[src/rtl/regfile_scoreboard.sv]
// Parametrised integer register file with N combinational read ports, optional
// write-to-read bypass and a per-register pending-write scoreboard for hazard stalls.
module regfile_scoreboard #(
  parameter  int XLEN     = 32,
  parameter  int NUM_REGS = 32,
  parameter  int NUM_READ = 2,
  parameter  int BYPASS   = 1,
  localparam int ADDR_W   = $clog2(NUM_REGS)
) (
  input  logic                       clock,
  input  logic                       reset_n,
  input  logic [NUM_READ*ADDR_W-1:0] rs,
  output logic [NUM_READ*XLEN-1:0]   rs_data,
  output logic [NUM_READ-1:0]        rs_busy,
  input  logic [ADDR_W-1:0]          rd,
  input  logic [XLEN-1:0]            data,
  input  logic                       reg_write,
  input  logic                       issue_valid,
  input  logic [ADDR_W-1:0]          issue_rd,
  output logic [ADDR_W:0]            pending_count
);

  logic [XLEN-1:0]     regs_q [NUM_REGS];
  logic [NUM_REGS-1:0] busy_q, busy_d;
  logic [ADDR_W:0]     count_q, count_d;
  logic                wr_en, set_en, cnt_inc, cnt_dec;

  // Index 0 is hardwired: never written, never marked busy.
  assign wr_en  = reg_write && (rd != '0);
  assign set_en = issue_valid && (issue_rd != '0);

  // A set on the same index as a clear wins, so that clear must not decrement.
  assign cnt_inc = set_en && !busy_q[issue_rd];
  assign cnt_dec = wr_en && busy_q[rd] && !(set_en && (issue_rd == rd));

  always_comb begin
    busy_d = busy_q;
    if (wr_en)  busy_d[rd]       = 1'b0;
    if (set_en) busy_d[issue_rd] = 1'b1;
    count_d = count_q + {{ADDR_W{1'b0}}, cnt_inc} - {{ADDR_W{1'b0}}, cnt_dec};
  end

  always_ff @(posedge clock or negedge reset_n) begin
    if (!reset_n) begin
      for (int r = 0; r < NUM_REGS; r++) regs_q[r] <= '0;
      busy_q  <= '0;
      count_q <= '0;
    end else begin
      if (wr_en) regs_q[rd] <= data;
      busy_q  <= busy_d;
      count_q <= count_d;
    end
  end

  for (genvar i = 0; i < NUM_READ; i++) begin : g_rd
    logic [ADDR_W-1:0] idx;
    logic              hit;
    assign idx = rs[i*ADDR_W +: ADDR_W];
    assign hit = (BYPASS != 0) && wr_en && (rd == idx);
    assign rs_data[i*XLEN +: XLEN] = hit ? data : regs_q[idx];
    assign rs_busy[i]              = !hit && busy_q[idx];
  end

  assign pending_count = count_q;

endmodule

[config.mk]
export PLATFORM = sky130hd
export DESIGN_NAME = regfile_scoreboard
export DESIGN_NICKNAME = d
export VERILOG_FILES = /design/src/rtl/regfile_scoreboard.sv
export SDC_FILE = /design/constraint.sdc
export NUM_CORES = 2
export LEC_CHECK = 0
export BUFFER_PORTS_ARGS = -buffer_cell sky130_fd_sc_hd__buf_2
export CORE_UTILIZATION = 57
export CTS_CLUSTER_SIZE = 10
export DETAILED_ROUTE_END_ITERATION = 10
export PLACE_DENSITY_LB_ADDON = 0.25
export SYNTH_ARGS = -nofsm -noshare
export SYNTH_HDL_FRONTEND = slang
export SYNTH_SLANG_ARGS = --single-unit
[constraint.sdc]
create_clock -name clock -period 2.79 [get_ports clock]
set_input_delay 0.558 -clock clock [delete_from_list [all_inputs] [get_ports clock]]
set_output_delay 0.558 -clock clock [all_outputs]
set_load 0.05 [all_outputs]
After elaboration in Yosys (flattened, before gate mapping)

Cells that the tools add are included.

Bits in registers: 1062
Output and inout bits: 72
Logic and storage cells: 99

Add/sub/neg operators: 2
$lt $le $gt $ge: 10
Equal/unequal tests: 3
Multiplexer cells: 25
Bitwise operators: 6
Reduce and logical (&&, ||, !) cells: 19

Operator list:

| cell                                                              | number |
|---|---|
| bitwise mux 1024 bit                                              | 1 |
| binary-select mux 32 bit (select 5 bit)                           | 2 |
| two-way mux 32 bit                                                | 9 |
| demux 32 bit (select 5 bit)                                       | 1 |
| AND 32 bit                                                        | 1 |
| inverter 32 bit                                                   | 1 |
| OR 32 bit                                                         | 1 |
| less-than comparator 5 x 6 -> 1 bit, second input constant        | 4 |
| binary-select mux 1 bit (select 5 bit)                            | 4 |
| greater-or-equal comparator 6 bit, second input constant          | 3 |
| inverter 5 -> 6 bit                                               | 3 |
| equality test 5 bit                                               | 3 |
| logical AND 1 bit                                                 | 13 |
| demux 1 bit (select 5 bit)                                        | 2 |
| greater-or-equal comparator 5 x 1 -> 1 bit, second input constant | 2 |
| nonzero test 5 bit                                                | 2 |
| adder 6 x 1 -> 6 bit                                              | 1 |
| less-than comparator 6 x 1 -> 1 bit, second input constant        | 1 |
| two-way mux 1 bit                                                 | 6 |
| subtractor 6 x 1 -> 6 bit                                         | 1 |
| zero test 1 bit                                                   | 4 |

Logic depth before layout (Yosys ltp)

Word-level depth: 9
Gate-level depth with buffers: 15
Mapped depth without buffers: 13

Worst setup path after synthesis

Ideal clock, no wire load.

Kind: input to output
Start point: input port rs[0]
End point: output port rs_data[20]
Arrival time: 3056 ps
Setup slack: -824 ps
Stages: 9
Buffers on the path: 4
Cells stage by stage: buf_4 -> buf_6 -> buf_6 -> and4_1 -> buf_2 -> a22oi_1 -> nand2_1 -> or4_1 -> o21ai_0

Cells in the longest elaborated chain, start to end: 5
Elaborated cells on any way between the ends: 7
Those cells by class: eq/ne: 1; mux: 4; bitwise: 1; reduce/logical: 1

Ends and longest elaborated chain:

| item                                                   | RTL line | source |
|---|---|---|
| start: declaration                                     | 12       | `input logic [NUM_READ*ADDR_W-1:0] rs,` |
| inverter 5 -> 6 bit (implied by the code)              | 60       | `assign rs_data[i*XLEN +: XLEN] = hit ? data : regs_q[idx];` |
| binary-select mux 32 bit (select 5 bit)                | 60       |  |
| two-way mux 32 bit (implied by the code) (2 in series) | 60       |  |
| two-way mux 32 bit *                                   | 60       |  |
| end: declaration                                       | 13       | `output logic [NUM_READ*XLEN-1:0] rs_data,` |

Mark *: on every way between the ends. The rest lies on a longest branch, timed or not. The select of a mux whose other input is x is not followed.

Worst setup path after layout

Start point: register busy_q[19]
End point: output port rs_busy[1]

Cells in the longest elaborated chain, start to end: 3

Ends and longest elaborated chain:

| item                                    | RTL line | source |
|---|---|---|
| start: declaration                      | 24       | `logic [NUM_REGS-1:0] busy_q, busy_d;` |
| start signal: assignment                | 50       | `busy_q <= busy_d;` |
| binary-select mux 1 bit (select 5 bit)  | 61       | `assign rs_busy[i] = !hit && busy_q[idx];` |
| two-way mux 1 bit (implied by the code) | 61       |  |
| logical AND 1 bit                       | 61       |  |
| end: declaration                        | 14       | `output logic [NUM_READ-1:0] rs_busy,` |

Every way passes these cells. The select of a mux whose other input is x is not followed.

==> results_dict.tcl <==
set metrics [dict create \
    outcome "complete, but fails checks" \
    violations "setup timing" \
    arrival_ns 2.67 \
    overflow 0 \
    synth_area_mm2 0.05798 \
    core_mm2 0.1004 \
    totalWireLength_um 217200 \
    drcViolationCount 0 \
    syn_inst 4092 \
    grt_max_degree 114 \
    period_needed_ns 3.232 \
    synth-edff-count 0 \
    syn-num-nets 4155 \
    vdd_ir_drop_max_v 0.0005838 \
    die_h_um 320.9 \
    drv_slew 0 \
    fin_nets 4732 \
    tightest_slew_ns 0.8381 \
    cap_violations 0 \
    min_path_type "input pin to flip-flop" \
    synth-async-reset-ratio_pct 100.0 \
    synth.avg_cell_area_um2 14.17 \
    final_util_pct 74.48 \
    via_count 43880 \
    cts.clk_slew.worst_paths_ns 0.07 \
    yosysUniqueCellTypes 61 \
    cts.path.max_buffers 3 \
    cellPowerDensity_mw_per_mm2 646.9 \
    antenna_found_initial 7 \
    fillers 5908 \
    mostFrequentLayoutCell "dfrtp_1" \
    start_util_pct 57.73 \
    cts_tree "yes" \
    timing.final.ws_setup_ns -0.4415 \
    p_leak_nw 34.07 \
    final_area_mm2 0.07480 \
    areaGrowthSynthToFinish_pct 29.01 \
    ys_seq_area_share_pct 45.83 \
    place_ws_ns -0.6379 \
    rows 116 \
    grt_pass1_wl_um 305800 \
    yosys_warnings 0 \
    drive_above_1_share_pct 61.70 \
    rsz0062_at_grt "true" \
    dp_cells 5630 \
    ios 128 \
    setup_viol_count_final 69 \
    cp_max_fo 3 \
    dr.pass1.iters 6 \
    numPortBuffers 127 \
    die_x_um 320.9 \
    ys_seq_elements 1062 \
    relSlewSlack_pct 44.13 \
    grtUsageTotal_pct 41.17 \
    hold_ws_ns 0.2133 \
    clockRootBuffer "clkbuf_16" \
    max_freq_mhz 309.5 \
    place_congestion 0.9318 \
    hold_viol 0 \
    synth_top_flop_cell "dfrtp_1" \
    fp.dieArea_mm2 0.1030 \
    worst_setup_path_end_kind "primary output" \
    finalNonFillerCells 6072 \
    final_cell_mix "1,062 x dfrtp_1, 939 x mux2_2, 454 x buf_4, 368 x mux4_2, 259 x mux2i_1" \
    placed_area_mm2 0.06476 \
    cp.required_ns 2.23 \
    htreeDepth 3 \
    worstSetupStartpointType "flip-flop" \
    cts_buffers 120 \
    tns_ns -15.78 \
    drt_iter0_markers 5571 \
    critical_path_class "flip-flop to primary output" \
    grt_pass1_vias 44450 \
    cts.sinks 1062 \
    power_mw 48.39 \
    postRouteAntennaNets 0 \
    viasPerCell 7.227 \
    clock_latency_ns 0.75 \
    skew_ns 0.008303 \
    hpwl_um 124500 \
    min_period_over_period_pct 115.8 \
    wire_per_inst_um 35.77 \
]
-- synth_stat cells (all sizes together), types with 4 or more instances --
| master | number | area [um^2] |
|---|---|---|
| nor3 | 7 | 46.30 |
| a22oi | 89 | 668.1 |
| nand2b | 6 | 37.54 |
| o21ai | 67 | 335.3 |
| and3 | 4 | 25.02 |
| o22ai | 170 | 1064 |
| ha | 6 | 75.07 |
| nand2 | 106 | 450.4 |
| mux4 | 368 | 8288 |
| or4 | 31 | 232.7 |
| nor2 | 84 | 315.3 |
| nand3b | 10 | 75.07 |
| clkbuf | 202 | 758.2 |
| inv | 8 | 30.03 |
| dfrtp | 1062 | 26580 |
| xnor2 | 12 | 105.1 |
| a21oi | 6 | 30.03 |
| nand3 | 9 | 45.04 |
| mux2 | 1089 | 12830 |
| or2 | 8 | 50.05 |
| nor3b | 8 | 80.08 |
| o211ai | 8 | 60.06 |
| nor4b | 6 | 73.81 |
| nor4 | 49 | 306.5 |
| mux2i | 265 | 2653 |
| nand4 | 4 | 25.02 |
| buf | 257 | 1466 |
| nor2b | 8 | 50.05 |
| a211oi | 8 | 60.06 |
| a22o | 91 | 797.0 |
| xor2 | 8 | 70.07 |
-- critical path, stage by stage (launching register included) --
cell and delay, ns:
dfrtp_1 0.40, buf_6 0.13, mux4_2 0.49, nor2b_1 0.16, a211o_1 0.27, a31oi_4 0.20
nor2_2 0.10, buf_6 0.16
-- final timing paths --
kind	from	endpoint	slack, ns	depth (start not counted)
worst max register to register	busy_q[11]	pending_count[4]	-0.18	12
worst max-delay path	busy_q[19]	rs_busy[1]	-0.44	7
min in group asynchronous	reset_n	regs_q[545]	0.31	2
max in group asynchronous	reset_n	regs_q[122]	1.44	3
worst min-delay path	data[11]	regs_q[363]	0.21	2
worst min register to register	regs_q[1012]	regs_q[1012]	0.40	0
-- power breakdown --
part / total [mW] / internal [mW] / switching [mW]
Sequential: 20.8 / 18.4 / 2.40
Clock: 14.3 / 7.96 / 6.34
Combinational: 13.3 / 7.53 / 5.77
-- state kept, by name (all words and copies together) (netlist names) --
signal / cells
busy_q: 32
pending_count: 6
regs_q: 1024
-- cell families after synthesis --
family,count (synthesis),synth area share [%]
fa+ha+maj,7,0.1640
buf+inv,467,3.889
simple gates,356,3.360
flops,1062,45.83
xor+xnor,20,0.3021
compound gates,458,5.462
mux,1722,40.99
-- final cells by class --
cell class | count | area (um^2) | area share, %
Multi-Input combinational cell | 2563 | 31960 | 42.73
Clock buffer | 155 | 3237 | 4.327
Tap cell | 1357 | 1698 | 2.270
Timing Repair Buffer | 914 | 11190 | 14.96
Inverter | 8 | 32.53 | 0.04349
Antenna cell | 5 | 12.51 | 0.01673
Clock inverter | 8 | 92.59 | 0.1238
Sequential cell | 1062 | 26580 | 35.53
-- metal layers --
metal | track usage, % | up-vias | share of wire [%]
met5 | 0 | - | 0.029
met4 | 26.96 | 10 | 8.1
met3 | 11.67 | 1038 | 12
met2 | 60.72 | 3209 | 44
met1 | 53.43 | 22750 | 36
li1 | - | 16870 | -
-- what timing repair did --
item,4_1_cts,5_1_grt
setup buffers,156,96
gates cloned,40,6
endpoints found under the hold margin,25,0
hold buffers,1,0
pin swaps,189,131
gates resized for setup,528,265
setup endpoints to repair,69,70
No activity file was read; power rests on OpenSTA's default activity.
